File: src/rtl/muldiv_sched.sv
// HI/LO multiply/divide scheduler: iterative multiplier plus radix-2 restoring divider.
// Define MULDIV_FAST_MULT_EN for a single-cycle multiply (MULT_LAT is then ignored).
module muldiv_sched #(
    parameter int MULT_LAT = 4
) (
    input  logic        clk,
    input  logic        rst_n,
    input  logic        ex_mult,
    input  logic        ex_div,
    input  logic        ex_signed,
    input  logic        ex_mthi,
    input  logic        ex_mtlo,
    input  logic [31:0] ex_rs,
    input  logic [31:0] ex_rt,
    input  logic        id_hilo_use,
    output logic [31:0] hi,
    output logic [31:0] lo,
    output logic        busy,
    output logic        stall
);
    typedef enum logic [1:0] {S_IDLE, S_MUL, S_DIV, S_FIX} state_t;

    state_t      state_q, state_d;
    logic [4:0]  cnt_q, cnt_d;
    logic [63:0] a_q, a_d;
    logic [63:0] acc_q, acc_d;
    logic [31:0] b_q, b_d;
    logic [31:0] hi_q, hi_d, lo_q, lo_d;
    logic        neg_q, neg_d, rs_neg_q, rs_neg_d;

    logic        rs_neg, rt_neg;
    logic [31:0] rs_mag, rt_mag;
    logic [63:0] mul_mag, mul_res;
    logic [32:0] part, diff;
    logic        div_ge;

    assign rs_neg = ex_signed & ex_rs[31];
    assign rt_neg = ex_signed & ex_rt[31];
    assign rs_mag = rs_neg ? (~ex_rs + 32'd1) : ex_rs;
    assign rt_mag = rt_neg ? (~ex_rt + 32'd1) : ex_rt;

`ifndef MULDIV_FAST_MULT_EN
    // Retire enough multiplier bits per cycle to finish in MULT_LAT cycles.
    localparam int BPC = (32 + MULT_LAT - 1) / MULT_LAT;
    logic [63:0] pp [BPC];
    logic [63:0] step_sum;

    generate
        for (genvar gi = 0; gi < BPC; gi++) begin : g_pp
            assign pp[gi] = b_q[gi] ? (a_q << gi) : 64'd0;
        end
    endgenerate

    always_comb begin
        step_sum = '0;
        for (int i = 0; i < BPC; i++) step_sum = step_sum + pp[i];
    end

    assign mul_mag = acc_q + step_sum;
`else
    assign mul_mag = {32'd0, a_q[31:0]} * {32'd0, b_q};
`endif

    assign mul_res = neg_q ? (~mul_mag + 64'd1) : mul_mag;

    // Divider: a_q[31:0] shifts dividend bits out and quotient bits in; acc_q[31:0] is the remainder.
    assign part   = {acc_q[31:0], a_q[31]};
    assign diff   = part - {1'b0, b_q};
    assign div_ge = ~diff[32];

    always_ff @(posedge clk) begin
        if (!rst_n) begin
            state_q  <= S_IDLE;
            cnt_q    <= '0;
            a_q      <= '0;
            acc_q    <= '0;
            b_q      <= '0;
            hi_q     <= '0;
            lo_q     <= '0;
            neg_q    <= 1'b0;
            rs_neg_q <= 1'b0;
        end else begin
            state_q  <= state_d;
            cnt_q    <= cnt_d;
            a_q      <= a_d;
            acc_q    <= acc_d;
            b_q      <= b_d;
            hi_q     <= hi_d;
            lo_q     <= lo_d;
            neg_q    <= neg_d;
            rs_neg_q <= rs_neg_d;
        end
    end

    always_comb begin
        state_d = state_q;
        case (state_q)
            S_IDLE: begin
                if (ex_mult)                       state_d = S_MUL;
                else if (ex_div && ex_rt != 32'd0) state_d = S_DIV;
            end
`ifdef MULDIV_FAST_MULT_EN
            S_MUL:  state_d = S_IDLE;
`else
            S_MUL:  if (cnt_q == 5'd0) state_d = S_IDLE;
`endif
            S_DIV:  if (cnt_q == 5'd0) state_d = S_FIX;
            S_FIX:  state_d = S_IDLE;
            default: state_d = S_IDLE;
        endcase
    end

    always_comb begin
        cnt_d    = cnt_q;
        a_d      = a_q;
        acc_d    = acc_q;
        b_d      = b_q;
        hi_d     = hi_q;
        lo_d     = lo_q;
        neg_d    = neg_q;
        rs_neg_d = rs_neg_q;
        case (state_q)
            S_IDLE: begin
                if (ex_mult || (ex_div && ex_rt != 32'd0)) begin
                    a_d      = {32'd0, rs_mag};
                    b_d      = rt_mag;
                    acc_d    = '0;
                    neg_d    = rs_neg ^ rt_neg;
                    rs_neg_d = rs_neg;
                    cnt_d    = ex_mult ? 5'(MULT_LAT - 1) : 5'd31;
                end else if (ex_div) begin
                    lo_d = 32'hFFFF_FFFF;
                    hi_d = ex_rs;
                end else begin
                    if (ex_mthi) hi_d = ex_rs;
                    if (ex_mtlo) lo_d = ex_rs;
                end
            end
            S_MUL: begin
`ifdef MULDIV_FAST_MULT_EN
                {hi_d, lo_d} = mul_res;
`else
                acc_d = mul_mag;
                a_d   = a_q << BPC;
                b_d   = b_q >> BPC;
                cnt_d = cnt_q - 5'd1;
                if (cnt_q == 5'd0) {hi_d, lo_d} = mul_res;
`endif
            end
            S_DIV: begin
                a_d   = {a_q[63:32], a_q[30:0], div_ge};
                acc_d = {acc_q[63:32], div_ge ? diff[31:0] : part[31:0]};
                cnt_d = cnt_q - 5'd1;
            end
            S_FIX: begin
                lo_d = neg_q    ? (~a_q[31:0] + 32'd1)   : a_q[31:0];
                hi_d = rs_neg_q ? (~acc_q[31:0] + 32'd1) : acc_q[31:0];
            end
            default: ;
        endcase
    end

    always_comb begin
        busy  = (state_q != S_IDLE);
        stall = busy & id_hilo_use;
        hi    = hi_q;
        lo    = lo_q;
    end
endmodule

File: config.mk
export PLATFORM = sky130hd
export DESIGN_NAME = muldiv_sched
export DESIGN_NICKNAME = d
export VERILOG_FILES = /design/src/rtl/muldiv_sched.sv
export SDC_FILE = /design/constraint.sdc
export NUM_CORES = 2
export LEC_CHECK = 0
export CORE_MARGIN = 5
export CORE_UTILIZATION = 55
export DETAILED_ROUTE_END_ITERATION = 8
export PLACE_DENSITY = 0.74
export SLEW_MARGIN = 10
export SYNTH_ARGS = -nofsm -noshare
export SYNTH_HDL_FRONTEND = slang
export SYNTH_SLANG_ARGS = --single-unit
File: constraint.sdc
create_clock -name clk -period 7.79 [get_ports clk]
set_input_delay 2.337 -clock clk [delete_from_list [all_inputs] [get_ports clk]]
set_output_delay 2.337 -clock clk [all_outputs]
set_load 0.005 [all_outputs]
Word-level counts from Yosys, hierarchy flattened
Cells that the tools add are included.
Widths: inputs -> output; s select.
{"block": "word_totals", "ff_bits": 233, "latchBits": 0, "ramBits": 0, "mem_bits_ro": 0, "in_bits": 72, "output_inout_bits": 66, "word_cells": 104, "n_memories": 0}
{"block": "classes", "n_addsub": 15, "n_mul": 0, "div": 0, "order_cmp": 0, "n_eq_ne": 10, "shifts": 0, "n_mux": 38, "bitwise": 11, "n_reduce_logical": 19}
{"op": "$mux 64", "count": 11}
{"op": "$add 64x64->64", "count": 8}
{"op": "$mux 32", "count": 14}
{"op": "$pmux 64 s3", "count": 2}
{"op": "$pmux 32 s3", "count": 2}
{"op": "$add 32x1->32 const B", "count": 4}
{"op": "$not 32->32", "count": 4}
{"op": "$add 64x1->64 const B", "count": 1}
{"op": "$not 64->64", "count": 1}
{"op": "$pmux 32 s2", "count": 1}
{"op": "$sub 33x32->33", "count": 1}
{"op": "$reduce_bool 32->1", "count": 1}
{"op": "$mux 5", "count": 2}
{"op": "$pmux 5 s2", "count": 1}
{"op": "$ne 3x3->1 const B", "count": 3}
{"op": "$mux 2", "count": 4}
{"op": "$ne 2x2->1 const B", "count": 4}
{"op": "$pmux 2 s4", "count": 1}
{"op": "$reduce_and 2->1", "count": 4}
{"op": "$reduce_and 4->1", "count": 2}
{"op": "$reduce_and 3->1", "count": 2}
{"op": "$reduce_bool 2->1", "count": 3}
{"op": "$reduce_bool 3->1", "count": 2}
{"op": "$logic_not 5->1", "count": 1}
{"op": "other kinds (10)", "count": 14}

Logic depth before layout (Yosys ltp)
{"block": "logic_depth", "ltp_word": 14, "mapped_depth": 26, "ltp_nobuf": 23}

Worst setup path before layout
OpenSTA, ideal clock, no wires.
{"block": "synth_timing", "path_kind": "reg2reg", "start": "register b_q[2]", "end": "register hi_q[21] (netlist: hi[21])", "setup_time_ns": 0.071, "t_arrival_ns": 6.879, "t_required_ns": 7.719, "setup_slack_ns": 0.840, "path_stages_with_launch": 25, "n_path_buf": 3, "period_less_slack_ns": 6.950, "path_cell_list": "dfxtp_1 -> clkbuf_1 -> clkbuf_1 -> nand2_1 -> fa_1 -> fa_1 -> inv_1 -> fa_1 -> inv_1 -> fa_1 -> inv_1 -> ha_1 -> o211ai_1 -> o21a_2 -> a2111o_1 -> and3_1 -> a21oi_1 -> xor2_1 -> or4_4 -> or4_1 -> clkbuf_1 -> or3_1 -> o21ai_0 -> mux2_1 -> a21oi_1"}
{"block": "synth_between", "elab_chain_cells": 13}
{"item": "from (decl)", "line": "27", "text": "logic [31:0] b_q, b_d;"}
{"item": "from (signal assigned)", "line": "77", "text": "b_q <= '0;"}
{"item": "from (signal assigned)", "line": "87", "text": "b_q <= b_d;"}
{"item": "$mux 64 *", "line": "50", "text": "assign pp[gi] = b_q[gi] ? (a_q << gi) : 64'd0;"}
{"item": "$add 64x64->64 * (6 in a row)", "line": "56", "text": "for (int i = 0; i < BPC; i++) step_sum = step_sum + pp[i];"}
{"item": "$add 64x64->64 *", "line": "59", "text": "assign mul_mag = acc_q + step_sum;"}
{"item": "$not 64->64", "line": "64", "text": "assign mul_res = neg_q ? (~mul_mag + 64'd1) : mul_mag;"}
{"item": "$add 64x1->64", "line": "64"}
{"item": "$mux 64 *", "line": "64"}
{"item": "$mux 32 *", "line": "147", "text": "if (cnt_q == 5'd0) {hi_d, lo_d} = mul_res;"}
{"item": "$pmux 32 s3 *", "line": "122", "text": "case (state_q)"}
{"item": "to (signal assigned)", "line": "88", "text": "hi_q <= hi_d;"}
{"item": "to (decl)", "line": "28", "text": "logic [31:0] hi_q, hi_d, lo_q, lo_d;"}
Mark *: on every way between the ends. The rest lies on a longest branch, timed or not. The select of a mux whose other input is x is not followed.
A chain may end at the register's enable or synchronous reset.

Worst setup path after layout
{"block": "layout_timing", "start": "register b_q[0]", "end": "register hi_q[31] (netlist: hi[31])"}
{"block": "layout_between", "elab_chain_cells": 14}
{"item": "$mux 64 *", "line": "50"}
{"item": "$add 64x64->64 * (7 in a row)", "line": "56"}
{"item": "$add 64x64->64 *", "line": "59"}
{"item": "$not 64->64", "line": "64"}
{"item": "$add 64x1->64", "line": "64"}
{"item": "$mux 64 *", "line": "64"}
{"item": "$mux 32 *", "line": "147"}
{"item": "$pmux 32 s3 *", "line": "122"}
Marks and branches as above.

==> qor.yml <==
status: "complete, no violations"
pwr-share-comb_pct: 69.8
numPortBuffers: 137
numCtsBuffers: 31
drv_slew: 0
hold_start: "acc_q[50]$_SDFFE_PN0P_"
hp-class: "register to register"
cts.sinks: 233
synth_area_sq_um: 33900
area_delta_synth_final_pct: 11.5
drive_gt1_share_pct: 7.32
post-cts-setup-buffers: 0
nets: 5084
fp-row-count: 91
firstDrtPassIters: 9
fp.coreArea_sq_um: 61400
internal_power_mw: 5.55
path_class: "register to register"
setup.worst_path.start: "b_q[0]$_SDFFE_PN0P_"
power_mw: 12.5
avgViaCountPerCell: 6.30
ys_seq_elements: 233
grt_overflow: 0
cts_tree: "built"
gp_congestion: 1.04
ctsHtreeMaxLevel: 1
ant_nets: 0
cp_max_fo: 25
maxCapViolCount: 0
finalSetupTns_ns: 0
place_area_sq_um: 36700
crit_chain: "buf_12 -> buf_4 -> nand2_1 -> fa_1 -> inv_1 -> fa_1 -> fa_1 -> inv_1 -> fa_1 -> inv_1 -> ha_1 -> a21oi_1 -> nand2_1 -> a2111oi_2 -> o211a_1 -> nor3_1 -> or3_4 -> or3_2 -> or4_1 -> buf_4 -> nor3_1 -> a21o_1 -> o211ai_1"
p_per_area_nw_per_um2: 330
grt_pass1_wl_um: 192000
dieWidth_um: 258
slowest_stage: "or4_1"
die_area_sq_um: 66800
power.share.clock_pct: 13.1
synth-edff-count: 0
skew_ns: 0.0327
r2r-start: "b_q[0]$_SDFFE_PN0P_"
root_buffer: "clkbuf_16"
grt_start_max_net_pins: 114
io_pins: 138
endpoint_kind: "register"
r2r_cells: 23
crit_required_ns: 8.28
synth_ff_type: "dfxtp_1"
ys_seq_area_share_pct: 13.7
final_cells: 5298
slew_headroom_pct: 23.5
clkLatencyLatePin_ns: 0.63
yosysUniqueCellTypes: 104
period_minus_slack_ns: 7.57
cts_hold_buf: 0
synth_fp_nets: 5041
ys_warn_count: 0
grt_use_total_pct: 36.8
syn_avg_cell_area_sq_um: 7.64
p_leak_nw: 16.6
fmax_ghz: 0.132
hpwl_um: 97100
initial_core_util_pct: 55.3
placed_cells: 5243
whs_path_depth: 2
p_switching_mw: 6.93
drc: 0
first_global_vias: 32000
critPathArrivalTime_ns: 8.06
pwr-share-seq_pct: 17.0
design_area_sq_um: 37800
cts_buffer_depth: 3
synth_cells: 4443
grt_util_met1_pct: 51.7
synthArstFlopShare_pct: 0
rsz0062_at_grt: "false"
postLayoutCoreUtil_pct: 61.7
grt.busiest_layer: "met2"
routedWlPerCell_um: 23.8
setup_viol: 0
hold_viol: 0
min_period_over_period_pct: 97.1
cts_resized: 0
grt_util_met3_pct: 9.44
max_stage_delay_ns: 0.71
worstMarginPinSlew_ns: 1.14
wl_um: 126000
start_kind: "register"
path_clk_slew_ns: 0.07
num_vias: 33400
grt_use_met2_pct: 53.8
antenna_found_initial: 3
cpMostUsedCell: "fa_1"
ir_drop_mv: 0.402
dr.first_iter.drc_count: 4194
switching_share_pct: 55.5
die_h_um: 258
[final timing paths]
check | endpoint | slack [ns]
worst max-delay path | hi[31]$_SDFFE_PN0P_ | 0.22
worst min-delay path | acc_q[50]$_SDFFE_PN0P_ | 0.45
worst max register to register | hi[31]$_SDFFE_PN0P_ | 0.22
worst min register to register | acc_q[50]$_SDFFE_PN0P_ | 0.45
[through the flow]
step / hold slack, ns / setup WS [ns]
CTS: 0.452 / 0.106
floorplan: 0.432 / 0.840
finish: 0.450 / 0.224
global placement: 0.440 / 0.277
global route: 0.470 / 0.00980
detailed placement: 0.445 / 0.169
[area by class of cell]
type,instances,area (sq um)
Fill cell,5524,23500
Clock inverter,16,267
Timing Repair Buffer,329,2920
Sequential cell,233,4690
Inverter,635,2390
Clock buffer,38,842
Tap cell,790,988
Multi-Input combinational cell,3256,25700
Antenna cell,1,2.50
[critical path, delay by kind of cell, from the launching register on]
kind	cells	cell delay [ns]
flops	1	0.61
compound gates	5	1.10
fa+ha+maj	5	2.52
buf+inv	6	0.99
simple gates	7	2.20
[registers in the layout, indices dropped and copies added, names as in the netlist]
signal and flops:
rs_neg_q 1, hi 32, a_q 64, cnt_q 5, neg_q 1, acc_q 64, state_q 2, b_q 32
lo 32
[placed cells by master (no fill, tap or decap), types with 13 or more instances in the layout]
cell type / Yosys / final
a21o_1: 54 / 54
nor4_1: 24 / 24
nand2_1: 612 / 612
mux2i_1: 31 / 31
fa_1: 412 / 412
ha_1: 114 / 110
o21ai_0: 175 / 172
and3_1: 13 / 13
clkdlybuf4s50_1: 0 / 136
a211oi_1: 46 / 46
a222oi_1: 18 / 18
buf_4: 5 / 182
o31ai_1: 44 / 44
nor2_1: 224 / 222
a22oi_1: 67 / 67
xnor2_1: 170 / 170
a31oi_1: 56 / 56
nand2b_1: 18 / 18
or3_1: 27 / 27
a21oi_1: 314 / 313
o21a_1: 22 / 21
o41ai_1: 18 / 18
xor2_1: 81 / 81
clkbuf_16: 0 / 31
and2_1: 205 / 205
or4_1: 26 / 26
nand3_1: 110 / 110
nor3_1: 78 / 77
inv_1: 633 / 633
o211ai_1: 41 / 41
dfxtp_1: 233 / 220
nand4_1: 28 / 28
a221oi_1: 19 / 19
or2_2: 14 / 14
[layer usage]
layer	part of all wire, %	routed length (um)
met1	40	50700
met2	42	52800
met3	12	15700
met4	5.5	6870
met5	0.014	18
[Yosys cell counts (all sizes together), types with 15 or more instances]
cell type  number  share of area (%)
a21oi         314                4.6
o21a           23               0.51
nand2b         18               0.33
a211oi         47                1.1
or3            30               0.58
nand3         111                1.7
a31oi          58                1.1
a22oi          67                1.5
o41ai          20               0.56
fa            412                 24
o21ai         185                2.7
ha            114                4.2
inv           634                7.0
buf            41               0.58
nor3           79                1.2
nand4          28               0.52
clkbuf        278                3.1
xnor2         171                4.4
mux2i          31               0.91
dfxtp         233                 14
o31ai          46                1.1
nor2          224                2.5
nand2         612                6.8
a221oi         19               0.49
a21o           55                1.2
xor2           81                2.1
nor4           26               0.54
and2          205                3.8
o211ai         41               0.91
a222oi         18               0.53
or4            30               0.71
or2            15               0.28
[cells by family after synthesis]
| kind of cell | synth area share, % |
|---|---|
| compound gates | 19.4 |
| xor+xnor | 6.53 |
| fa+ha+maj | 28.5 |
| buf+inv | 10.7 |
| flops | 13.7 |
| mux | 1.21 |
| simple gates | 19.9 |
[power by group through the flow]
stage               Combinational, mW  Clock [mW]  Sequential (mW)
global route                     9.32        1.69             2.14
detailed placement               8.38           0             2.10
CTS                              8.44        1.64             2.08
floorplan                        5.54           0             1.69
finish                           8.72        1.64             2.13
global placement                 8.31           0             2.10
No activity file was read; power rests on OpenSTA's default activity.
